[config.mk]
export PLATFORM = sky130hd
export DESIGN_NAME = uart_program_loader
export DESIGN_NICKNAME = d
export VERILOG_FILES = /design/src/rtl/uart_program_loader.sv
export SDC_FILE = /design/constraint.sdc
export NUM_CORES = 1
export LEC_CHECK = 0
export ABC_AREA = 1
export CAP_MARGIN = 10
export CORE_AREA = 2 2 95 133
export CTS_CLUSTER_DIAMETER = 100
export DETAILED_ROUTE_END_ITERATION = 8
export DIE_AREA = 0 0 97 135
export GPL_TIMING_DRIVEN = 0
export PLACE_DENSITY = 0.75
export SYNTH_ARGS = -nofsm -noshare
export SYNTH_HDL_FRONTEND = slang
export SYNTH_SLANG_ARGS = --single-unit
[constraint.sdc]
create_clock -name clk -period 2.2 [get_ports clk]
set_clock_uncertainty 0.2 [all_clocks]
set_input_delay 0.33 -clock clk [delete_from_list [all_inputs] [get_ports clk]]
set_output_delay 0.33 -clock clk [all_outputs]
set_load 0.05 [all_outputs]
[src/rtl/uart_program_loader.sv]
// Receives a framed program image over the UART byte stream and writes it word-by-word into RAM,
// holding the core in reset until a frame with a good checksum has been fully committed.
module uart_program_loader #(
   parameter logic [31:0] BASE_ADDR      = 32'h0000_0000,
   parameter int unsigned MAX_WORDS      = 1024,
   parameter int unsigned TIMEOUT_CYCLES = 100
) (
   input  logic        clk,
   input  logic        rst,
   input  logic [7:0]  rx_data,
   input  logic        rx_valid,
   input  logic        arm,
   input  logic        mem_ready,
   output logic        mem_write_en,
   output logic [31:0] mem_addr,
   output logic [31:0] mem_wdata,
   output logic        cpu_hold,
   output logic        load_done,
   output logic        load_error,
   output logic [1:0]  error_code,
   output logic [15:0] words_written
);

   localparam int unsigned TW = $clog2(TIMEOUT_CYCLES + 1);

   typedef enum logic [2:0] {
      StIdle, StLenLo, StLenHi, StData, StWrite, StCheck, StDone, StError
   } state_e;

   state_e        state_q, state_d;
   logic [15:0]   len_q, len_d;
   logic [1:0]    byte_idx_q, byte_idx_d;
   logic [15:0]   word_idx_q, word_idx_d;
   logic [15:0]   words_q, words_d;
   logic [31:0]   word_q, word_d;
   logic [7:0]    csum_q, csum_d;
   logic [TW-1:0] tmo_q, tmo_d;
   logic          hold_q, hold_d;
   logic          done_q, done_d;
   logic          err_q, err_d;
   logic [1:0]    code_q, code_d;
   logic [15:0]   n_words;
   logic          timed;

   always_ff @(posedge clk) begin
      if (rst) begin
         state_q    <= StIdle;
         len_q      <= '0;
         byte_idx_q <= '0;
         word_idx_q <= '0;
         words_q    <= '0;
         word_q     <= '0;
         csum_q     <= '0;
         tmo_q      <= '0;
         hold_q     <= 1'b1;
         done_q     <= 1'b0;
         err_q      <= 1'b0;
         code_q     <= '0;
      end else begin
         state_q    <= state_d;
         len_q      <= len_d;
         byte_idx_q <= byte_idx_d;
         word_idx_q <= word_idx_d;
         words_q    <= words_d;
         word_q     <= word_d;
         csum_q     <= csum_d;
         tmo_q      <= tmo_d;
         hold_q     <= hold_d;
         done_q     <= done_d;
         err_q      <= err_d;
         code_q     <= code_d;
      end
   end

   always_comb begin
      state_d    = state_q;
      len_d      = len_q;
      byte_idx_d = byte_idx_q;
      word_idx_d = word_idx_q;
      words_d    = words_q;
      word_d     = word_q;
      csum_d     = csum_q;
      tmo_d      = '0;
      hold_d     = hold_q;
      done_d     = done_q;
      err_d      = err_q;
      code_d     = code_q;
      n_words    = {rx_data, len_q[7:0]};
      timed      = 1'b0;

      unique case (state_q)
         StIdle: begin
            if (arm && rx_valid && rx_data == 8'hA5) begin
               state_d    = StLenLo;
               hold_d     = 1'b1;
               done_d     = 1'b0;
               err_d      = 1'b0;
               code_d     = 2'd0;
               words_d    = '0;
               word_idx_d = '0;
               byte_idx_d = '0;
               csum_d     = '0;
            end
         end
         StLenLo: begin
            timed = 1'b1;
            if (rx_valid) begin
               len_d[7:0] = rx_data;
               state_d    = StLenHi;
            end
         end
         StLenHi: begin
            timed = 1'b1;
            if (rx_valid) begin
               len_d[15:8] = rx_data;
               if (32'(n_words) > MAX_WORDS) begin
                  state_d = StError;
                  err_d   = 1'b1;
                  code_d  = 2'd2;
               end else if (n_words == 16'd0) begin
                  state_d = StCheck;
               end else begin
                  state_d = StData;
               end
            end
         end
         StData: begin
            timed = 1'b1;
            if (rx_valid) begin
               word_d[{byte_idx_q, 3'b000} +: 8] = rx_data;
               csum_d     = csum_q ^ rx_data;
               byte_idx_d = byte_idx_q + 2'd1;
               if (byte_idx_q == 2'd3) state_d = StWrite;
            end
         end
         StWrite: begin
            if (mem_ready) begin
               words_d    = words_q + 16'd1;
               word_idx_d = word_idx_q + 16'd1;
               state_d    = (word_idx_q + 16'd1 == len_q) ? StCheck : StData;
            end
            // A byte arriving while the word is still pending has nowhere to go.
            if (rx_valid) begin
               state_d = StError;
               err_d   = 1'b1;
               code_d  = 2'd3;
            end
         end
         StCheck: begin
            timed = 1'b1;
            if (rx_valid) begin
               if (rx_data == csum_q) begin
                  state_d = StDone;
               end else begin
                  state_d = StError;
                  err_d   = 1'b1;
                  code_d  = 2'd1;
               end
            end
         end
         StDone: begin
            done_d = 1'b1;
            hold_d = 1'b0;
            if (!arm) state_d = StIdle;
         end
         StError: begin
            err_d  = 1'b1;
            hold_d = 1'b1;
            if (!arm) state_d = StIdle;
         end
      endcase

      // Counter restarts on every byte and on every state change.
      if (timed && !rx_valid && state_d == state_q) begin
         if (tmo_q == TW'(TIMEOUT_CYCLES - 1)) begin
            state_d = StError;
            err_d   = 1'b1;
            code_d  = 2'd3;
         end else begin
            tmo_d = tmo_q + TW'(1);
         end
      end
   end

   assign mem_write_en  = (state_q == StWrite);
   assign mem_addr      = BASE_ADDR + {14'd0, word_idx_q, 2'b00};
   assign mem_wdata     = word_q;
   assign cpu_hold      = hold_q;
   assign load_done     = done_q;
   assign load_error    = err_q;
   assign error_code    = code_q;
   assign words_written = words_q;

endmodule

==> metrics, run 1 <==
leakage=between 0.002 and 0.003 µW; relative slew slack=roughly three fifths; num rows=between 40 and 50; Slowest-stage cell, CP=clkdlybuf4s50_1; mux contribution to synthesized area=0%; complex-gate fraction of the synthesized area=approximately 17%; clock root buffer=clkbuf_16; # fillers=around 1100; CTS Sinks=around 110; HP Class=in2reg; Final ANT Viol Nets=0; Seq cells post-synth=105; post-synthesis adder-cell area fraction=2.02%; crit-path cells=clkdlybuf4s50_1; Avg WL per Cell=about 14 µm; DIE HEIGHT=135 µm; DRC=0; Die Span X=about 97 µm; critical path fanouts, max=5; final core utilization=about three fifths; CP Launch Type=register; H-tree depth=3; largest net degree at the start of global routing=16; Starting Density=a little under half; Syn Inst Count=799; crit-path leading delay family=buffers and inverters; Post-synth ARST share=0%; Longest Clk Path Bufs=2; vias in the first global route=between 5000 and 6000; Reg power frac=between 40% and 50%; Seq/Total Area, Yosys=37.6%; sw power=approximately 1800 µW; gr ovfl total=0; crit path time final=2.16 ns; Core ar.=between 10000 and 15000 µm²; Sw Ratio=approximately a third; run status=finished, final reports clean; Max Cap Viol=0; crit-path max cell delay=about 0.85 ns; Synth Area per Inst=between 6 and 7 µm²; pwr/cell area=approximately 740 nW/µm²; Worst Setup Path Type=reg2out; fmax=463 MHz; Critical Path End Type=output port; DPL Wire Length=approximately 11000 µm; final hold violations=0; Buffers on Ports=just under 80; top cell type's share of synthesized area=a little under two fifths; cell taking the most area after synthesis=dfxtp_1; CTS Hold Buffers Added=0; Synth Area in XOR/XNOR=roughly 3%; combinational power share=a little over a quarter; initial antenna violation count=0; worst path bufs/invs=1; Final Slew Violations=0; internal cell power=approximately 3600 µW; Num CTS Buffers=9; synthesized area=approximately 5600 µm²; fraction of layout cells with a size suffix above 1=about 14%; measured slew at the worst slew-check pin=a little over 0.6 ns; Worst-path clk slew=around 0.06 ns; Inserted Diodes=0; area grow syn2layout=30.0%; Top FF cell, synth=dfxtp_1; Period Utilization, post-route=98.3%; initial DRC count=approximately 350; Routed WL=~15000 µm; routability cong.=approximately 0.94; number of flops mapped to enable cells by yosys=0; Synth Area in Simple Gates=29.5%; DR vias/cell=approximately 5.3; Clock Power Share=roughly a third; count leader, synth=nand2_1; GR Util All Layers=between 20% and 30%; CTS tree=built; Die Area=13100 µm²; combinational family with the most area after synthesis=simple AND/OR/NAND/NOR gates; Final setup viols=0; Ports=99; Synth Warn #=0; Clock Latency Late Sink=0.35 ns; drt pass-1 iters=5; Yosys cell types=42; Critical Path RT=1.67 ns; main area contributors after synthesis=dfxtp_1, nand2_1, a21oi_1; NumNets Final=943; Setup TNS Final=0 ns; Max IR drop VDD=about 0.00042 V; Commonest cells post-synth=nand2_1, dfxtp_1, inv_1, a21oi_1, nor2_1; Vias=approximately 5700; global-route wire length before repair=around 25000 µm; RSZ-0062 raised after global routing=yes; crit path DAT=around 1.6 ns
[what timing repair did]
action | CTS | global route
hold endpoints to repair | 0 | 0
pin swaps | 5 | 14
resized for setup | 31 | 44
setup buffers | 5 | 13
setup endpoints to repair | 69 | 70
[cell families after synthesis]
group           Yosys count
compound gates          166
buf+inv                 142
fa+ha+maj                 9
flops                   105
other cells               1
xor+xnor                 18
simple gates            358
[worst paths after layout]
| check | startpoint | endpoint | slack (ns) | depth (start not counted) |
|---|---|---|---|---|
| setup reg to reg | word_idx_q[1]$_SDFFE_PP0P_ | state_q[2]$_SDFF_PP0_ | 0.04 | 14 |
| hold reg to reg | tmo_q[0]$_SDFF_PP0_ | tmo_q[0]$_SDFF_PP0_ | 0.26 | 1 |
| hold / removal | rx_data[0] | len_q[0]$_SDFFE_PP0P_ | 0.14 | 3 |
| setup / recovery | words_written[13]$_SDFFE_PP0P_ | words_written[13] | 0.04 | 1 |
[layout make-up]
cell class                 count  area, µm²  area share, %
tap                          147        184           2.53
sequential                   105       2130           29.3
multi-input combinational    567       3080           42.3
inverter                      97        372           5.12
clock inverter                 3       65.1          0.896
clock buffer                  12        246           3.39
timing repair buffer          96        920           12.7
buffer                        45        277           3.81
[layout by cell type (no fill, tap or decap), types with 3 or more instances in the layout]
master / Yosys / final
nand2_1: 161 / 159
dfxtp_1: 105 / 92
inv_1: 86 / 84
a21oi_1: 74 / 74
clkdlybuf4s50_1: 0 / 70
nor2_1: 69 / 60
nand3_1: 52 / 49
o21ai_0: 44 / 44
buf_4: 18 / 36
nand4_1: 22 / 22
a211oi_1: 21 / 21
conb_1: 1 / 16
clkbuf_1: 18 / 14
xor2_1: 14 / 14
nor3_1: 15 / 13
a31oi_1: 16 / 13
nor2_2: 7 / 11
inv_2: 9 / 10
dfxtp_2: 0 / 10
clkbuf_16: 0 / 9
nor2_4: 3 / 8
ha_1: 9 / 8
buf_2: 7 / 7
nand2_2: 6 / 6
or4_1: 6 / 6
clkbuf_2: 0 / 5
dlygate4sd2_1: 0 / 5
nand3_2: 2 / 4
nor4_1: 5 / 4
nand2_4: 1 / 3
nand3b_1: 3 / 3
xnor2_1: 3 / 3
nor3b_1: 3 / 3
o21a_1: 3 / 3
dfxtp_4: 0 / 3
[layer usage]
layer  up-vias  wire, µm  track usage [%]
li1       2886         -                -
met2       165      7870             41.3
met3        23       794             4.04
met5         -         0                0
met1      2598      6350             26.6
met4         0       305             9.08
[flip-flops by register name, indices dropped and copies added (netlist names)]
name / count
word_idx_q: 16
cpu_hold: 1
load_error: 1
state_q: 3
csum_q: 8
byte_idx_q: 2
error_code: 2
load_done: 1
tmo_q: 7
words_written: 16
mem_wdata: 32
len_q: 16
[worst reg2reg max path: stages (launching register included)]
cell and delay (ns):
dfxtp_4 0.39, ha_4 0.17, nand2_4 0.06, nor2_4 0.19, buf_6 0.14, nand3_4 0.07
xor3_1 0.20, nand2_1 0.07, nor2_2 0.15, nand3_2 0.11, nand2_1 0.08, nand2_1 0.04
nand2_1 0.05, nand2_1 0.05, a21oi_1 0.13
[power groups by stage]
stage / Combinational [µW] / Sequential [µW] / Clock, µW
floorplan: 799 / 2400 / 0
global placement: 1340 / 2240 / 0
detailed placement: 1350 / 2240 / 0
CTS: 1380 / 2200 / 1750
global route: 1600 / 2230 / 1810
finish: 1460 / 2200 / 1720
[through the flow]
| step | area (µm²) | setup slack, ns | power [µW] | hold WS [ns] | instances |
|---|---|---|---|---|---|
| final | 7260 | 0.0382 | 5390 | 0.138 | 1072 |
| after global routing | 7260 | -0.146 | 5640 | 0.156 | 1072 |
| after CTS | 7020 | 0.000807 | 5330 | 0.123 | 1059 |
| after detailed placement | 6620 | -0.592 | 3590 | 0.244 | 1039 |
| after global placement | 6620 | -0.585 | 3570 | 0.234 | 1039 |
| after floorplan | 5650 | 0.00322 | 3200 | 0.218 | 814 |
No activity file was read; power rests on OpenSTA's default activity.
==> inputs of run 2 (changes only) <==
--- a/config.mk
+++ b/config.mk
@@ -6,6 +6,7 @@
 export NUM_CORES = 1
 export LEC_CHECK = 0
 export ABC_AREA = 1
+export ABC_CLOCK_PERIOD_IN_PS = 2200
 export CAP_MARGIN = 10
 export CORE_AREA = 2 2 95 133
 export CTS_CLUSTER_DIAMETER = 100
==> results of run 2 <==
No change in the layout: final DEF, timing and power equal those of run 1.
==> inputs of run 3 (changes only) <==
--- a/config.mk
+++ b/config.mk
@@ -13,6 +13,7 @@
 export DETAILED_ROUTE_END_ITERATION = 8
 export DIE_AREA = 0 0 97 135
 export GPL_TIMING_DRIVEN = 0
+export HOLD_SLACK_MARGIN = 0.02
 export PLACE_DENSITY = 0.75
 export SYNTH_ARGS = -nofsm -noshare
 export SYNTH_HDL_FRONTEND = slang
==> results of run 3 <==
No change in the layout: final DEF, timing and power equal those of run 1.
